--- src/rtl/seq_tx_pkg.sv ---
// ---------------------------------------------------------------------------
// seq_tx_pkg
// Shared definitions for the serial pattern transmitter:
//   - tx_state_t    : FSM state encoding (IDLE / SHIFT / DONE)
//   - DEFAULT_WIDTH : default number of bits per transmitted word
// ---------------------------------------------------------------------------
package seq_tx_pkg;

    localparam int DEFAULT_WIDTH = 8;

    typedef enum logic [1:0] {
        ST_IDLE  = 2'd0,
        ST_SHIFT = 2'd1,
        ST_DONE  = 2'd2
    } tx_state_t;

endpackage

--- src/rtl/pair_counter.sv ---
// ---------------------------------------------------------------------------
// pair_counter
// Counts how many times the bit on the serial line and the bit sent just
// before it are both 1, i.e. how many adjacent "11" pairs a word contains.
// This equals the number of z pulses the two-consecutive-ones detector
// must produce for that word.
//
// Ports:
//   Clock   in  1   rising-edge clock
//   Resetn  in  1   asynchronous active-low reset
//   curBit  in  1   bit currently on the serial line
//   prevBit in  1   bit sent on the previous cycle (0 before the first bit)
//   clear   in  1   restart the count (word accepted)
//   enable  in  1   a bit is being shifted out on this edge
//   count   out CW  number of 11 pairs seen since the last clear
// ---------------------------------------------------------------------------
module pair_counter #(
    parameter int CW = 3
) (
    input  logic          Clock,
    input  logic          Resetn,
    input  logic          curBit,
    input  logic          prevBit,
    input  logic          clear,
    input  logic          enable,
    output logic [CW-1:0] count
);

    // Clear wins over counting so a new word always starts from zero.
    // The count never exceeds WIDTH-1, which always fits CW bits, so no
    // saturation is needed.
    always_ff @(posedge Clock or negedge Resetn) begin
        if (!Resetn) begin
            count <= '0;
        end else if (clear) begin
            count <= '0;
        end else if (enable && curBit && prevBit) begin
            count <= count + CW'(1);
        end
    end

endmodule

--- src/rtl/seq_pattern_tx.sv ---
// ---------------------------------------------------------------------------
// seq_pattern_tx
// Serial pattern transmitter feeding the w input of the two-consecutive-ones
// Mealy detector. A word is captured on a start strobe in IDLE and shifted
// out MSB-first, one bit per clock, followed by a one-cycle done pulse.
//
// Ports:
//   Clock   in  1              rising-edge clock
//   Resetn  in  1              asynchronous active-low reset
//   start   in  1              transmit request, sampled only in IDLE
//   data    in  WIDTH          word to transmit, captured on the accept edge
//   w       out 1              serial bit to the detector
//   busy    out 1              high while the word is being shifted out
//   done    out 1              one-cycle pulse after the last bit
//   exp_z   out $clog2(WIDTH)  expected detector z pulse count for the word
//
// Build option:
//   SEQ_TX_EXPECT_EN  when defined, exp_z is produced by a pair counter;
//                     when undefined, exp_z is tied to 0.
// ---------------------------------------------------------------------------
module seq_pattern_tx
    import seq_tx_pkg::*;
#(
    parameter int WIDTH = DEFAULT_WIDTH
) (
    input  logic                     Clock,
    input  logic                     Resetn,
    input  logic                     start,
    input  logic [WIDTH-1:0]         data,
    output logic                     w,
    output logic                     busy,
    output logic                     done,
    output logic [$clog2(WIDTH)-1:0] exp_z
);

    localparam int CW = $clog2(WIDTH);
    localparam int IW = $clog2(WIDTH);

    tx_state_t        state;
    logic [WIDTH-1:0] shiftReg;
    logic [IW-1:0]    index;
    logic             busyReg;
    logic             doneReg;
    logic             accept;

    assign accept = (state == ST_IDLE) && start;

    // The serial bit is the shift register MSB. The register is loaded only
    // on acceptance and is shifted once per SHIFT edge, including the last
    // one, so it is all-zero in IDLE and DONE and w is low there without any
    // extra gating.
    assign w    = shiftReg[WIDTH-1];
    assign busy = busyReg;
    assign done = doneReg;

    // Transmit FSM with the shift register, bit index and the registered
    // busy/done flags. The index counts down the bits still to send after
    // the current one; SHIFT is left on the edge where it reaches zero.
    always_ff @(posedge Clock or negedge Resetn) begin
        if (!Resetn) begin
            state    <= ST_IDLE;
            shiftReg <= '0;
            index    <= '0;
            busyReg  <= 1'b0;
            doneReg  <= 1'b0;
        end else begin
            case (state)
                ST_IDLE: begin
                    if (accept) begin
                        shiftReg <= data;
                        index    <= IW'(WIDTH - 1);
                        busyReg  <= 1'b1;
                        state    <= ST_SHIFT;
                    end
                end
                ST_SHIFT: begin
                    shiftReg <= shiftReg << 1;
                    if (index == '0) begin
                        busyReg <= 1'b0;
                        doneReg <= 1'b1;
                        state   <= ST_DONE;
                    end else begin
                        index <= index - IW'(1);
                    end
                end
                ST_DONE: begin
                    doneReg <= 1'b0;
                    state   <= ST_IDLE;
                end
                default: begin
                    shiftReg <= '0;
                    index    <= '0;
                    busyReg  <= 1'b0;
                    doneReg  <= 1'b0;
                    state    <= ST_IDLE;
                end
            endcase
        end
    end

`ifdef SEQ_TX_EXPECT_EN
    logic          prevBit;
    logic [CW-1:0] pairCount;

    // Remembers the bit that was on the line during the previous SHIFT
    // cycle. It restarts at 0 on acceptance because the line is idle-low
    // before the first bit, so the first bit can never complete a pair.
    always_ff @(posedge Clock or negedge Resetn) begin
        if (!Resetn) begin
            prevBit <= 1'b0;
        end else if (accept) begin
            prevBit <= 1'b0;
        end else if (state == ST_SHIFT) begin
            prevBit <= shiftReg[WIDTH-1];
        end
    end

    pair_counter #(
        .CW(CW)
    ) u_pair_counter (
        .Clock   (Clock),
        .Resetn  (Resetn),
        .curBit  (shiftReg[WIDTH-1]),
        .prevBit (prevBit),
        .clear   (accept),
        .enable  (state == ST_SHIFT),
        .count   (pairCount)
    );

    assign exp_z = pairCount;
`else
    assign exp_z = '0;
`endif

endmodule

--- config.mk ---
export PLATFORM = sky130hd
export DESIGN_NAME = seq_pattern_tx
export DESIGN_NICKNAME = d
export VERILOG_FILES = /design/src/rtl/seq_tx_pkg.sv /design/src/rtl/pair_counter.sv /design/src/rtl/seq_pattern_tx.sv
export SDC_FILE = /design/constraint.sdc
export NUM_CORES = 1
export LEC_CHECK = 0
export CORE_MARGIN = 2
export CORE_UTILIZATION = 30
export CTS_CLUSTER_DIAMETER = 100
export DETAILED_ROUTE_END_ITERATION = 12
export PLACE_DENSITY = 0.59
export SYNTH_ARGS = -nofsm -noshare
export SYNTH_HDL_FRONTEND = slang
export SYNTH_SLANG_ARGS = --single-unit
--- constraint.sdc ---
create_clock -name Clock -period 1.35 [get_ports Clock]
set_input_delay 0.27 -clock Clock [delete_from_list [all_inputs] [get_ports Clock]]
set_output_delay 0.27 -clock Clock [all_outputs]
set_load 0.05 [all_outputs]
Word-level counts from Yosys, hierarchy flattened

Index checks and enable logic that the tools add are counted.

$add $sub $neg: 1
Equal/unequal tests: 5
Muxes and demuxes: 13
Bitwise logic cells: 2
Reduce and logical (&&, ||, !) cells: 8

Operators by type and width:

| kind                | number |
|---|---|
| $pmux 8 s3          | 1 |
| $pmux 3 s3          | 1 |
| $mux 8              | 1 |
| $mux 3              | 2 |
| $ne 2x2->1 const B  | 3 |
| $reduce_and 2->1    | 3 |
| $reduce_and 3->1    | 2 |
| $mux 2              | 2 |
| $pmux 2 s2          | 1 |
| $logic_not 3->1     | 1 |
| $mux 1              | 3 |
| $pmux 1 s3          | 1 |
| $sub 3x1->3 const B | 1 |
| $eq 2x1->1 const B  | 1 |
| $eq 2x2->1 const B  | 1 |
| $logic_not 2->1     | 1 |
| $not 1->1           | 2 |
| $pmux 1 s2          | 1 |
| $logic_and 1x1->1   | 1 |

Register bits after elaboration: 15
Input port bits: 11
Output and inout port bits: 6
Word-level logic and storage cells: 34

Longest topological paths before layout

Depth in word-level cells: 4
Gate-level depth with buffers: 5
Gate-level depth less buffers: 5

Least setup slack after synthesis

OpenSTA, ideal clock, no wires.

Kind: reg2reg
Start point: register index[1]
End point: register index[1]
Library setup time: 131 ps
Data arrival time: 994 ps
Data required time: 1219 ps
Slack: 226 ps
Stages on the path, launching flop included: 6
Buffers on the path: 0
Clock period less this slack: 1124 ps
Path through: dfrtp_1 inv_1 ha_1 and2b_1 mux2i_1 o22ai_1

Cells in the longest elaborated chain, start to end: 3
Elaborated cells between the ends (all ways): 6
Those cells by class: add/sub (1); eq/ne (1); mux (2); reduce/logical (2)

RTL lines:

| what                                           | line                                       | text |
|---|---|---|
| start, declared                                | seq_pattern_tx.sv:41                       | `logic [IW-1:0] index;` |
| start signal, assigned                         | seq_pattern_tx.sv:71                       | `index <= IW'(WIDTH - 1);` |
| start signal, assigned                         | seq_pattern_tx.sv:83                       | `index <= index - IW'(1);` |
| $sub 3x1->3 or $logic_not 3->1 (tied branches) | seq_pattern_tx.sv:83, seq_pattern_tx.sv:78 |  |
| $mux 3 or $ne 2x2->1 (tied branches)           | n/a                                        |  |
| $pmux 3 s3 or $reduce_and 3->1 (tied branches) | n/a                                        |  |

Parallel ways exist; a longest one is shown, timed or not. The select of a mux whose other input is x is not followed.
A chain may end at the register's enable or synchronous reset.

Worst setup path in the final report

Ends and elaborated chain as after synthesis.

==> impl_metrics.py <==
metrics = {
    "worst_setup_path": {
        "critPathArrivalTime_ps": 1400,
        "endpoint_kind": "flop",
        "r2r_start": "index[1]",
        "rrSetupSlack_ps": 110,
        "criticalPathCategory": "flop to flop",
        "critPathLaunchType": "flop",
        "r2r_cells": 5,
        "cp_max_fo": 3,
        "r2r_end": "index[1]",
        "required_ps": 1510,
    },
    "timing": {
        "finalClockSkew_ps": 8.41,
        "fmax_mhz": 807,
        "hold_viol": 0,
        "maxSlewViolCount": 0,
        "fin_crit_sh_pct": 91.8,
        "rsz0062_at_grt": "false",
        "finalSetupTns_ps": 0,
        "setup_slack_ps": 111,
        "min_period_ps": 1240,
        "setup-violations-final": 0,
    },
    "drt": {
        "dr_total_vias": 577,
        "routed_via_density": 4.77,
        "antenna_left": 0,
        "drt_wl_total_um": 1390,
        "firstDrtPassIters": 1,
        "dr.first_iter.drc_count": 0,
        "drt_drc_violations_left": 0,
        "avgRoutedWirePerCell_um": 11.5,
    },
    "floorplan": {
        "die_w_um": 55.1,
        "dieArea_um2": 3040,
        "start_util_pct": 31.6,
        "io_pins": 17,
        "core_area_um2": 2480,
        "die_h_um": 55.1,
        "rows": 18,
    },
    "yosys": {
        "yosys.area.top_type": "dfrtp_1",
        "yosysTopAreaCellShare_pct": 47.9,
        "synth_most_common_cell": "dfrtp_1",
        "synth_cell_type_count": 22,
        "syn_inst": 72,
        "async_reset_ff_share_pct": 100,
        "yosysWarnings": 0,
        "synth_commonest_cells": "dfrtp_1, a21oi_1, o2bb2ai_1",
        "synth-xor-area-share_pct": 0,
        "synth_top_family_by_area": "compound AO/OA/AOI/OAI gates",
        "yosys.area_share.adder_pct": 3.19,
        "synth_compound_area_share_pct": 20.6,
        "synth_ff_type": "dfrtp_1",
        "synth_edf_count": 0,
        "muxShareOfSynthArea_pct": 2.56,
        "netlist_area_um2": 783,
        "synth-simple-area-share_pct": 16.5,
        "synth-seq-cells": 15,
        "synth_area_per_cell_um2": 10.9,
        "ys_seq_area_share_pct": 47.9,
        "ys_top_cells_by_area": "dfrtp_1, o2bb2ai_1, and3b_1",
    },
    "placement": {
        "place_area_um2": 983,
        "gp_congestion": 0.758,
        "dp_cells": 117,
        "dp_hpwl_um": 1070,
        "port_buffers": 13,
        "place_worst_setup_slack_ps": -69.6,
    },
    "layout": {
        "final_cells": 121,
        "diodes": 0,
        "stdcell_area_um2": 1020,
        "syn_to_final_growth_pct": 30.0,
        "fin_nets": 105,
        "drive_gt1_share_pct": 19.8,
    },
    "clocking": {
        "insertion_delay_ps": 280,
        "ctsHoldBuffers": 0,
        "cts.clk_slew.worst_paths_ps": 90,
        "cts_buffer_depth": 2,
        "cts_max_level": 1,
        "cts_root_buffer": "clkbuf_4",
        "cts_made_buffers": 3,
        "cts.sinks": 15,
        "cts_tree": "built",
    },
    "pwr": {
        "p_seq_share_pct": 39.4,
        "ir_worst_vdd_uv": 1100,
        "p_switching_uw": 817,
        "pwr-share-comb_pct": 48.7,
        "swShare_pct": 38.9,
        "power.share.clock_pct": 11.9,
        "cellPowerDensity_nw_per_um2": 2060,
        "p_int_mw": 1.28,
        "finalPower_mw": 2.10,
        "power.leakage_nw": 0.473,
    },
    "status": {
        "status": "finished clean",
    },
    "hold_path": {
        "hp-class": "input pin to async pin",
    },
    "global_route": {
        "grt.total_usage_pct": 11.9,
        "overflow": 0,
        "grt_pass1_vias": 560,
        "antenna_found_initial": 0,
        "grt_max_degree": 16,
        "grt_pass1_wl_um": 2500,
    },
    "job": {
        "maxCapViolations": 0,
    },
}
-- area by class of cell --
cell class                 instances  area [um2]
sequential                        15         375
inverter                           5        18.8
fill                             254        1460
clock buffer                       4        26.3
tap                               30        37.5
multi-input combinational         48         355
timing repair buffer              19         205
-- what timing repair did --
item                       4_1_cts  5_1_grt
gates resized for setup          0        3
setup endpoints to repair        0        1
buffers inserted                 0        0
-- how the worst max path moves through the flow --
stage                     cells past startpoint      from     endpoint  slack [ps]
after detailed placement                      5     start  shiftReg[7]         -70
after global routing                          3  state[0]  shiftReg[5]          30
after floorplan                               5  index[1]     index[1]         230
after global placement                        5     start     index[1]         -70
final                                         5  index[1]     index[1]         110
after CTS                                     3  state[0]  shiftReg[5]         110
-- power groups by stage --
stage,sequential [mW],combinational [mW],clock [mW]
finish,0.828,1.02,0.250
global route,0.862,1.12,0.290
CTS,0.825,1.02,0.261
detailed placement,0.831,1.02,0
global placement,0.827,1.00,0
floorplan,0.875,0.652,0
-- registers in the layout, indices dropped and copies added (netlist names) --
name and count:
busy 1, index 3, shiftReg 8, done 1, state 2
-- cell usage in the layout, fill, tap and decap left out --
cell and count:
a21oi_1 8, a22oi_1 2, a31oi_1 2, and2b_1 2
and3b_1 5, buf_12 3, buf_4 6, clkbuf_1 1
clkbuf_4 3, clkdlybuf4s50_1 10, conb_1 3, dfrtp_1 15
ha_1 1, ha_2 1, inv_1 4, inv_2 1
mux2i_1 2, nand2b_2 1, nor2_1 5, nor2_4 1
nor2b_4 1, nor3b_1 1, nor4bb_2 1, o21ai_1 1
o22ai_1 3, o2bb2ai_1 8
-- stage by stage --
| stage | util [%] | hold slack [ps] |
|---|---|---|
| after global routing | 41.1 | 308 |
| after floorplan | - | -25.6 |
| after detailed placement | 39.7 | 475 |
| after CTS | 40.8 | 295 |
| after global placement | 39.7 | 476 |
| final | 41.1 | 290 |
-- worst max-delay path, stage by stage (launching register included) --
cell	delay (ps)
dfrtp_1	370
inv_1	60
ha_2	300
and2b_1	160
mux2i_1	130
o22ai_1	90
-- kinds of logic after synthesis --
family	count (synthesis)
AO/OA/AOI/OAI	24
multiplexers	2
adder cells (fa/ha/maj)	2
buffers and inverters	11
other	1
flip-flops	15
AND/OR/NAND/NOR	17
-- layer usage --
layer  GRT usage [%]  up-vias  part of all wire [%]
li1                -      293                     -
met2            17.7       10                    47
met4            2.44        0                     0
met5               0        -                     0
met3            5.91        0                   5.5
met1            15.7      274                    47
No activity file was read; power rests on OpenSTA's default activity.
